## src/rtl/axi_arb_pkg.sv

```systemverilog
// axi_arb_pkg: shared widths, FSM state type and the requester-tag bit position
package axi_arb_pkg;
   localparam int ID_W = 8;
   localparam int ADDR_W = 32;
   localparam int LEN_W = 8;
   localparam int REQ_BIT = 7;
   typedef enum logic {IDLE, BUSY} state_e;
endpackage

```

## src/rtl/wr_order_fifo.sv

```systemverilog
// wr_order_fifo: 1-bit FIFO recording which requester owns each granted write burst
module wr_order_fifo #(
   parameter int DEPTH = 4,
   localparam int AW = DEPTH > 1 ? $clog2(DEPTH) : 1,
   localparam int CW = $clog2(DEPTH + 1)
) (
   input  logic          clk_i,
   input  logic          rst_i,
   input  logic          push_i,
   input  logic          din_i,
   input  logic          pop_i,
   output logic          head_o,
   output logic          full_o,
   output logic          empty_o,
   output logic [CW-1:0] count_o
);
   logic          mem_q [DEPTH];
   logic [AW-1:0] wr_q, rd_q;
   logic [CW-1:0] cnt_q;
   logic          do_push, do_pop;
   function automatic logic [AW-1:0] nxt(input logic [AW-1:0] p);
      return (p == AW'(DEPTH - 1)) ? '0 : p + 1'b1;
   endfunction
   assign do_push = push_i && !full_o;
   assign do_pop = pop_i && !empty_o;
   assign full_o = cnt_q == CW'(DEPTH);
   assign empty_o = cnt_q == '0;
   assign count_o = cnt_q;
   assign head_o = mem_q[rd_q];
   always_ff @(posedge clk_i) begin
      if (rst_i) begin
         wr_q <= '0;
         rd_q <= '0;
         cnt_q <= '0;
      end else begin
         if (do_push) begin
            mem_q[wr_q] <= din_i;
            wr_q <= nxt(wr_q);
         end
         if (do_pop) rd_q <= nxt(rd_q);
         cnt_q <= cnt_q + CW'(do_push) - CW'(do_pop);
      end
   end
endmodule

```

## src/rtl/axi_port_arbiter.sv

```systemverilog
// axi_port_arbiter: two-requester round-robin arbiter onto one AXI port,
// with write data ordered by grant and responses routed by the id tag bit
module axi_port_arbiter
   import axi_arb_pkg::*;
#(
   parameter int DW = 256,
   parameter int WFIFO_DEPTH = 4
) (
   input  logic              axi_clk,
   input  logic              rst,
   input  logic [ID_W-1:0]   s0_aid,
   input  logic [ADDR_W-1:0] s0_aaddr,
   input  logic [LEN_W-1:0]  s0_alen,
   input  logic [2:0]        s0_asize,
   input  logic [1:0]        s0_aburst,
   input  logic [1:0]        s0_alock,
   input  logic              s0_atype,
   input  logic              s0_avalid,
   output logic              s0_aready,
   input  logic [ID_W-1:0]   s0_wid,
   input  logic [DW-1:0]     s0_wdata,
   input  logic [DW/8-1:0]   s0_wstrb,
   input  logic              s0_wlast,
   input  logic              s0_wvalid,
   output logic              s0_wready,
   output logic [ID_W-1:0]   s0_rid,
   output logic [DW-1:0]     s0_rdata,
   output logic [1:0]        s0_rresp,
   output logic              s0_rlast,
   output logic              s0_rvalid,
   input  logic              s0_rready,
   output logic [ID_W-1:0]   s0_bid,
   output logic              s0_bvalid,
   input  logic              s0_bready,
   input  logic [ID_W-1:0]   s1_aid,
   input  logic [ADDR_W-1:0] s1_aaddr,
   input  logic [LEN_W-1:0]  s1_alen,
   input  logic [2:0]        s1_asize,
   input  logic [1:0]        s1_aburst,
   input  logic [1:0]        s1_alock,
   input  logic              s1_atype,
   input  logic              s1_avalid,
   output logic              s1_aready,
   input  logic [ID_W-1:0]   s1_wid,
   input  logic [DW-1:0]     s1_wdata,
   input  logic [DW/8-1:0]   s1_wstrb,
   input  logic              s1_wlast,
   input  logic              s1_wvalid,
   output logic              s1_wready,
   output logic [ID_W-1:0]   s1_rid,
   output logic [DW-1:0]     s1_rdata,
   output logic [1:0]        s1_rresp,
   output logic              s1_rlast,
   output logic              s1_rvalid,
   input  logic              s1_rready,
   output logic [ID_W-1:0]   s1_bid,
   output logic              s1_bvalid,
   input  logic              s1_bready,
   output logic [ID_W-1:0]   m_aid,
   output logic [ADDR_W-1:0] m_aaddr,
   output logic [LEN_W-1:0]  m_alen,
   output logic [2:0]        m_asize,
   output logic [1:0]        m_aburst,
   output logic [1:0]        m_alock,
   output logic              m_atype,
   output logic              m_avalid,
   input  logic              m_aready,
   output logic [ID_W-1:0]   m_wid,
   output logic [DW-1:0]     m_wdata,
   output logic [DW/8-1:0]   m_wstrb,
   output logic              m_wlast,
   output logic              m_wvalid,
   input  logic              m_wready,
   input  logic [ID_W-1:0]   m_rid,
   input  logic [DW-1:0]     m_rdata,
   input  logic [1:0]        m_rresp,
   input  logic              m_rlast,
   input  logic              m_rvalid,
   output logic              m_rready,
   input  logic [ID_W-1:0]   m_bid,
   input  logic              m_bvalid,
   output logic              m_bready,
   output logic              busy
);
   localparam int CW = $clog2(WFIFO_DEPTH + 1);
   state_e          state_q;
   logic            sel_q, last_q, sel_d;
   logic            a_ok, push, pop, f_head, f_full, f_empty, w_act, rp, bp, unused_bits;
   logic [CW-1:0]   f_count;
   assign sel_d = (s0_avalid && s1_avalid) ? !last_q : s1_avalid;
   always_ff @(posedge axi_clk) begin
      if (rst) begin
         state_q <= IDLE;
         sel_q <= 1'b0;
         last_q <= 1'b1;
      end else if (state_q == IDLE) begin
         if (s0_avalid || s1_avalid) begin
            sel_q <= sel_d;
            last_q <= sel_d;
            state_q <= BUSY;
         end
      end else if (m_avalid && m_aready) begin
         state_q <= IDLE;
      end
   end
   // a full order FIFO holds back write commands only; reads still pass
   assign m_atype = sel_q ? s1_atype : s0_atype;
   assign a_ok = state_q == BUSY && !(m_atype && f_full);
   assign m_avalid = a_ok && (sel_q ? s1_avalid : s0_avalid);
   assign s0_aready = a_ok && !sel_q && m_aready;
   assign s1_aready = a_ok && sel_q && m_aready;
   assign m_aid = {sel_q, sel_q ? s1_aid[REQ_BIT-1:0] : s0_aid[REQ_BIT-1:0]};
   assign m_aaddr = sel_q ? s1_aaddr : s0_aaddr;
   assign m_alen = sel_q ? s1_alen : s0_alen;
   assign m_asize = sel_q ? s1_asize : s0_asize;
   assign m_aburst = sel_q ? s1_aburst : s0_aburst;
   assign m_alock = sel_q ? s1_alock : s0_alock;
   assign push = m_avalid && m_aready && m_atype;
   assign pop = m_wvalid && m_wready && m_wlast;
   wr_order_fifo #(.DEPTH(WFIFO_DEPTH)) u_fifo (
      .clk_i(axi_clk), .rst_i(rst), .push_i(push), .din_i(sel_q), .pop_i(pop),
      .head_o(f_head), .full_o(f_full), .empty_o(f_empty), .count_o(f_count)
   );
   assign w_act = !f_empty;
   assign m_wvalid = w_act && (f_head ? s1_wvalid : s0_wvalid);
   assign s0_wready = w_act && !f_head && m_wready;
   assign s1_wready = w_act && f_head && m_wready;
   assign m_wid = {f_head, f_head ? s1_wid[REQ_BIT-1:0] : s0_wid[REQ_BIT-1:0]};
   assign m_wdata = f_head ? s1_wdata : s0_wdata;
   assign m_wstrb = f_head ? s1_wstrb : s0_wstrb;
   assign m_wlast = f_head ? s1_wlast : s0_wlast;
   assign busy = state_q == BUSY || w_act;
   assign rp = m_rid[REQ_BIT];
   assign bp = m_bid[REQ_BIT];
   assign s0_rvalid = m_rvalid && !rp;
   assign s1_rvalid = m_rvalid && rp;
   assign m_rready = rp ? s1_rready : s0_rready;
   assign s0_rid = {1'b0, m_rid[REQ_BIT-1:0]};
   assign s1_rid = {1'b0, m_rid[REQ_BIT-1:0]};
   assign s0_rdata = m_rdata;
   assign s1_rdata = m_rdata;
   assign s0_rresp = m_rresp;
   assign s1_rresp = m_rresp;
   assign s0_rlast = m_rlast;
   assign s1_rlast = m_rlast;
   assign s0_bvalid = m_bvalid && !bp;
   assign s1_bvalid = m_bvalid && bp;
   assign m_bready = bp ? s1_bready : s0_bready;
   assign s0_bid = {1'b0, m_bid[REQ_BIT-1:0]};
   assign s1_bid = {1'b0, m_bid[REQ_BIT-1:0]};
   assign unused_bits = ^{s0_aid[REQ_BIT], s1_aid[REQ_BIT], s0_wid[REQ_BIT], s1_wid[REQ_BIT], f_count};
endmodule

```

## config.mk

```make
export PLATFORM = sky130hd
export DESIGN_NAME = axi_port_arbiter
export DESIGN_NICKNAME = d
export VERILOG_FILES = /design/src/rtl/axi_arb_pkg.sv /design/src/rtl/wr_order_fifo.sv /design/src/rtl/axi_port_arbiter.sv
export SDC_FILE = /design/constraint.sdc
export NUM_CORES = 1
export LEC_CHECK = 0
export ABC_AREA = 1
export CAP_MARGIN = 0
export CELL_PAD_IN_SITES_DETAIL_PLACEMENT = 1
export CELL_PAD_IN_SITES_GLOBAL_PLACEMENT = 1
export CORE_AREA = 2 2 734 736
export CTS_CLUSTER_DIAMETER = 60
export DETAILED_ROUTE_END_ITERATION = 8
export DIE_AREA = 0 0 736 738
export HOLD_SLACK_MARGIN = 0.12
export MAX_ROUTING_LAYER = met4
export PLACE_DENSITY = 0.3
export SLEW_MARGIN = 30
export SYNTH_ARGS = -nofsm -noshare
export SYNTH_HDL_FRONTEND = slang
export SYNTH_HIERARCHICAL = 1
export SYNTH_SLANG_ARGS = --single-unit
```

## constraint.sdc

```tcl
create_clock -name axi_clk -period 2.5 [get_ports axi_clk]
set_input_delay 0.5 -clock axi_clk [delete_from_list [all_inputs] [get_ports axi_clk]]
set_output_delay 0.5 -clock axi_clk [all_outputs]
set_load 0.02 [all_outputs]
```

# == Yosys cells after proc, flatten, opt, wreduce, memory -nomap -nowiden ==
# Memories as Yosys holds them, arrays and structs flattened. A register that Yosys moved wholly into a read port is not among the register bits.
# Cells that the tools add are included.
# op_classes
addsub,4
n_eq_ne,3
mux,26
bitwise,1
reduce_logical,35
# ops
op,n
2-to-1 mux 256 bit,1
2-to-1 mux 32 bit,2
logical AND 1 bit,23
2-to-1 mux 7 bit,2
2-to-1 mux 1 bit,13
2-to-1 mux 2 bit,6
zero test 1 bit,8
2-to-1 mux 8 bit,1
adder 2 x 1 -> 2 bit (second input constant),2
equality test 2 bit (second input constant),2
adder 3 x 1 -> 3 bit,1
equality test 3 bit (second input constant),1
zero test 3 bit,1
2-to-1 mux 3 bit,1
subtractor 3 x 1 -> 3 bit,1
logical OR 1 bit,2
AND reduction 2 bit,1
NOT 1 bit,1
# totals
regBits,10
mem_bits_rw,4
word_cells,76
mem_count,1
# mem_list
name,words,width,read_ports,rd_ports_with_merged_regs,wr,line,rtl
u_fifo.mem_q,4,1,1,1,1,wr_order_fifo.sv:17,logic mem_q [DEPTH];

# == Depth between registers and ports, before layout ==
# logic_depth
depth_word,11
mapped_depth,20
depth_no_buf,20

# == Cells and area by module ==
# The synthesis kept the hierarchy.
# modules_own_cells
mod,n_inst,cells_per_inst,area_per_inst_um2,seq_area_each_um2
axi_port_arbiter,1,1732,8904.8,60.1
wr_order_fifo,1,73,713.2,300.3

# == Least setup slack after synthesis ==
# OpenSTA, ideal clock, no wires.
# synth_path
path_kind,input port to flip-flop
from,in s0_atype
to,"reg u_fifo.cnt_q[2], in the netlist u_fifo/count_o[2]"
setup_ns,0.114
arrival_time_ns,2.712
required_time_ns,2.386
path_slack_ns,-0.326
stages,14
n_path_buf,0
path_cell_list,inv_1 o21ai_0 inv_1 nor2_1 nand2_8 ha_1 inv_1 ha_1 inv_1 fa_1 inv_1 nand2_1 nand2_1 nor2_2
# synth_between
elab_chain_cells,10
# synth_rtl
element,line,rtl
"start, declared",axi_port_arbiter.sv:17,"input logic s0_atype,"
2-to-1 mux 1 bit (*),axi_port_arbiter.sv:107,assign m_atype = sel_q ? s1_atype : s0_atype;
via m_atype,axi_port_arbiter.sv:65,"output logic m_atype,"
logical AND 1 bit,axi_port_arbiter.sv:108,assign a_ok = state_q == BUSY && !(m_atype && f_full);
zero test 1 bit,axi_port_arbiter.sv:108,
logical AND 1 bit,axi_port_arbiter.sv:108,
logical AND 1 bit,axi_port_arbiter.sv:109,assign m_avalid = a_ok && (sel_q ? s1_avalid : s0_avalid);
logical AND 1 bit,axi_port_arbiter.sv:118,assign push = m_avalid && m_aready && m_atype;
logical AND 1 bit (*),axi_port_arbiter.sv:118,
via push,axi_port_arbiter.sv:88,"logic a_ok, push, pop, f_head, f_full, f_empty, w_act, rp, bp, unused_bits;"
logical AND 1 bit (*),wr_order_fifo.sv:24,assign do_push = push_i && !full_o;
adder 3 x 1 -> 3 bit (*),wr_order_fifo.sv:41,cnt_q <= cnt_q + CW'(do_push) - CW'(do_pop);
subtractor 3 x 1 -> 3 bit (*),wr_order_fifo.sv:41,
"end signal, assigned",wr_order_fifo.sv:41,
"end, declared",wr_order_fifo.sv:19,logic [CW-1:0] cnt_q;
# The timed path passes the listed nets; every way through them passes the cells marked *.
# A chain may end at the register's enable or synchronous reset.

==> metrics.md <==
| Metric | Value |
|---|---|
| Synth top area share | 45.19% |
| Post-route ant nets | 0 |
| IO Port Bufs | 1083 |
| Via count | 16120 |
| Clk_skew | 0.004089 ns |
| Syn. warnings | 6 |
| Hold crit path type | reg2reg |
| Worst-Skew Late Latency | 0.25 ns |
| DRC | 0 |
| RD Place Congestion | 0.9795 |
| Flops & latches, synth | 16 |
| CP bufs+invs | 10 |
| Die height | 738 um |
| Syn_area_per_cell | 5.329 um^2 |
| DR WL/cell | 34.17 um |
| FMAX | 0.3465 GHz |
| Peak supply drop | 0.0002165 V |
| Seq/Total Area, Yosys | 3.747% |
| Post-Layout Inst Area | 34650 um^2 |
| Largest cells by area after synthesis | buf_4 (45%), nand2_1 (42%), dfxtp_1 (2.5%) |
| CP most frequent cell | buf_12 |
| Crit-path cells | inv_2 > nor2_4 > nor2_2 > o21ai_2 > o21ai_4 > buf_12 > clkinv_16 > buf_6 > buf_6 > buf_12 > buf_12 > buf_12 > buf_4 > nand2_4 > nand2_8 > buf_12 |
| Commonest non-fill, non-tap cell in the layout | clkdlybuf4s50_1 |
| Slew @ Worst Pin | 0.5211 ns |
| Cell Rows | 269 |
| Mapped Area | 9618 um^2 |
| Routed vias/inst | 1.638 |
| Final worst slack | -0.3862 ns |
| Placed Cells | 9452 |
| Gr usage total | 12.06% |
| CP max stage cell | dfxtp_2 |
| Root Driver | clkbuf_16 |
| Die width | 736 um |
| Arr. time, crit path | 2.39 ns |
| Largest net degree at the start of global routing | 56 |
| CTS clk-pin slew, worst paths | 0.05 ns |
| Post-synth EDFFs | 4 |
| Share of layout cells above drive strength 1 | 48.08% |
| Critical path type | reg2out |
| Area growth syn-to-layout | 260.2% |
| Worst-path fanout max | 7 |
| Num ports | 1911 |
| Crit-path leading delay family | buffers and inverters |
| Hold Buf Count CTS | 0 |
| Initial Utilization | 1.797% |
| Startpoint types | flop |
| Final min period | 2.886 ns |
| Outcome | complete, but fails checks |
| Fillers | 63770 |
| Post-DP Area | 26920 um^2 |
| Commonest cells after routing, fill and taps aside | clkdlybuf4s50_1 (775), nand2_1 (491), buf_6 (265) |
| Max cap viols | 0 |
| Async SR Flop Fraction | 0% |
| Critical Path Max Stage Delay | 0.33 ns |
| H-tree Lvls | 1 |
| Max clock buf depth | 2 |
| Non-filler cells, final | 9841 |
| Initial antenna violation count | 225 |
| Final WL | 336300 um |
| Final nets | 3587 |
| Final max-slew violation count | 0 |
| Failing checks | negative setup slack |
| First-pass GRT wire length | 369500 um |
| Final Hold Viols | 0 |
| Pre-CTS setup slack | -0.8606 ns |
| Num CTS Buffers | 3 |
| Max_slew headroom | 65.15% |
| Setup TNS | -63.08 ns |
| Period utilisation layout | 115.4% |
| Power Density | 137.1 nW/um^2 |
| Mapped Cells | 1805 |
| Detailed Place HPWL | 316400 um |
| Count of different cell masters after synthesis | 31 |
| Hold_sp | last_q |
| Cell accounting for the most synthesized area | buf_4 |
| Via count of the first global-routing pass | 16700 |
| WHS | 0.4892 ns |
| CTS tree | built |
| Top_reg_cell synth | dfxtp_1 |
| Die area | 543200 um^2 |
| Endpoint class of the critical path | output port |
| Clk sink count | 16 |
| GRT overflow | 0 |
| Pre-antenna DRT Iters | 5 |
| # setup viols final | 301 |
| Pleak | 12.18 nW |
| Flop-to-flop setup slack | -0.28 ns |
| Iteration-0 DRC Markers | 699 |
| Critical path data required time | 2.00 ns |
| RSZ-0062 raised after global routing | true |
| Core region area | 535200 um^2 |
-- synth_stat cells, types with 2 or more instances --
master and count:
ha_1 7, nand2_2 2, nor3_1 3, buf_6 13
inv_1 23, nor3b_2 4, clkbuf_1 5, nor2_2 3
dfxtp_1 12, buf_4 579, or2_1 2, nand2_1 1065
nand2_4 2, mux2_2 2, edfxtp_1 4, nand3b_1 3
nor2_1 18, inv_2 2, o21ai_0 6, nand3_1 4
buf_2 32, a21oi_1 5
-- routing by layer --
layer | share of wire (%) | vias to the layer above | GRT usage [%]
met4 | 2.1 | 0 | 1.061
met2 | 40 | 2185 | 17.46
met1 | 23 | 6966 | 7.784
met3 | 34 | 340 | 18.73
li1 | - | 6628 | -
met5 | 0 | - | -
-- logic make-up after synthesis --
kind of cell | Yosys count | share of synthesized area, %
and+or+nand+nor | 1110 | 44.53
adders and majority gates | 8 | 1.119
other | 1 | 0.03899
buffers and inverters | 655 | 49.59
muxes | 2 | 0.2341
xor gates and xnor gates | 1 | 0.09108
AOI/OAI and AO/OA | 12 | 0.6504
DFF | 16 | 3.747
-- final timing paths --
path / to / cells past startpoint
worst max-delay path: m_wdata[71] / 16
worst min-delay path: last_q / 2
worst max register to register: u_fifo/count_o[2] / 22
worst min register to register: last_q / 2
-- per-stage QoR --
stage | util, % | total power [W]
4_1_cts | 5.841 | 0.004606
2_1_floorplan | - | 0.002410
6_report | 6.474 | 0.004751
3_3_place_gp | 5.031 | 0.003967
3_5_place_dp | 5.031 | 0.003946
5_1_grt | 6.468 | 0.005001
-- worst reg2reg max path, delay by kind of cell, from the launching register on --
family | cells | cell delay, ns
AND/OR/NAND/NOR | 8 | 0.63
adder cells (fa/ha/maj) | 3 | 0.71
buffers and inverters | 8 | 0.75
AO/OA/AOI/OAI | 3 | 0.26
flip-flops | 1 | 0.33
-- power by group --
| group | total (W) | internal (W) | switching [W] | leakage [nW] |
|---|---|---|---|---|
| registers | 0.000281 | 0.000273 | 0.00000819 | 0.137 |
| clock network | 0.000314 | 0.000212 | 0.000102 | 0.0399 |
| logic | 0.00416 | 0.00216 | 0.00200 | 12.0 |
| total | 0.00475 | 0.00264 | 0.00211 | 12.2 |
-- area by class of cell --
class,count,area [um^2],area share (%)
Antenna cell,212,530.5,1.531
Clock buffer,3,75.07,0.2167
Clock inverter,1,3.754,0.01083
Inverter,25,120.1,0.3467
Multi-Input combinational cell,1137,8432,24.34
Sequential cell,16,364.1,1.051
Tap cell,7046,8816,25.45
Timing Repair Buffer,1401,16300,47.06
-- repair_timing --
item,CTS,global route
setup buffers,122,69
setup endpoints to repair,325,330
gates resized for setup,1676,733
pin swaps,64,94
cloned,22,8
Power figures use the tool's default switching activity.
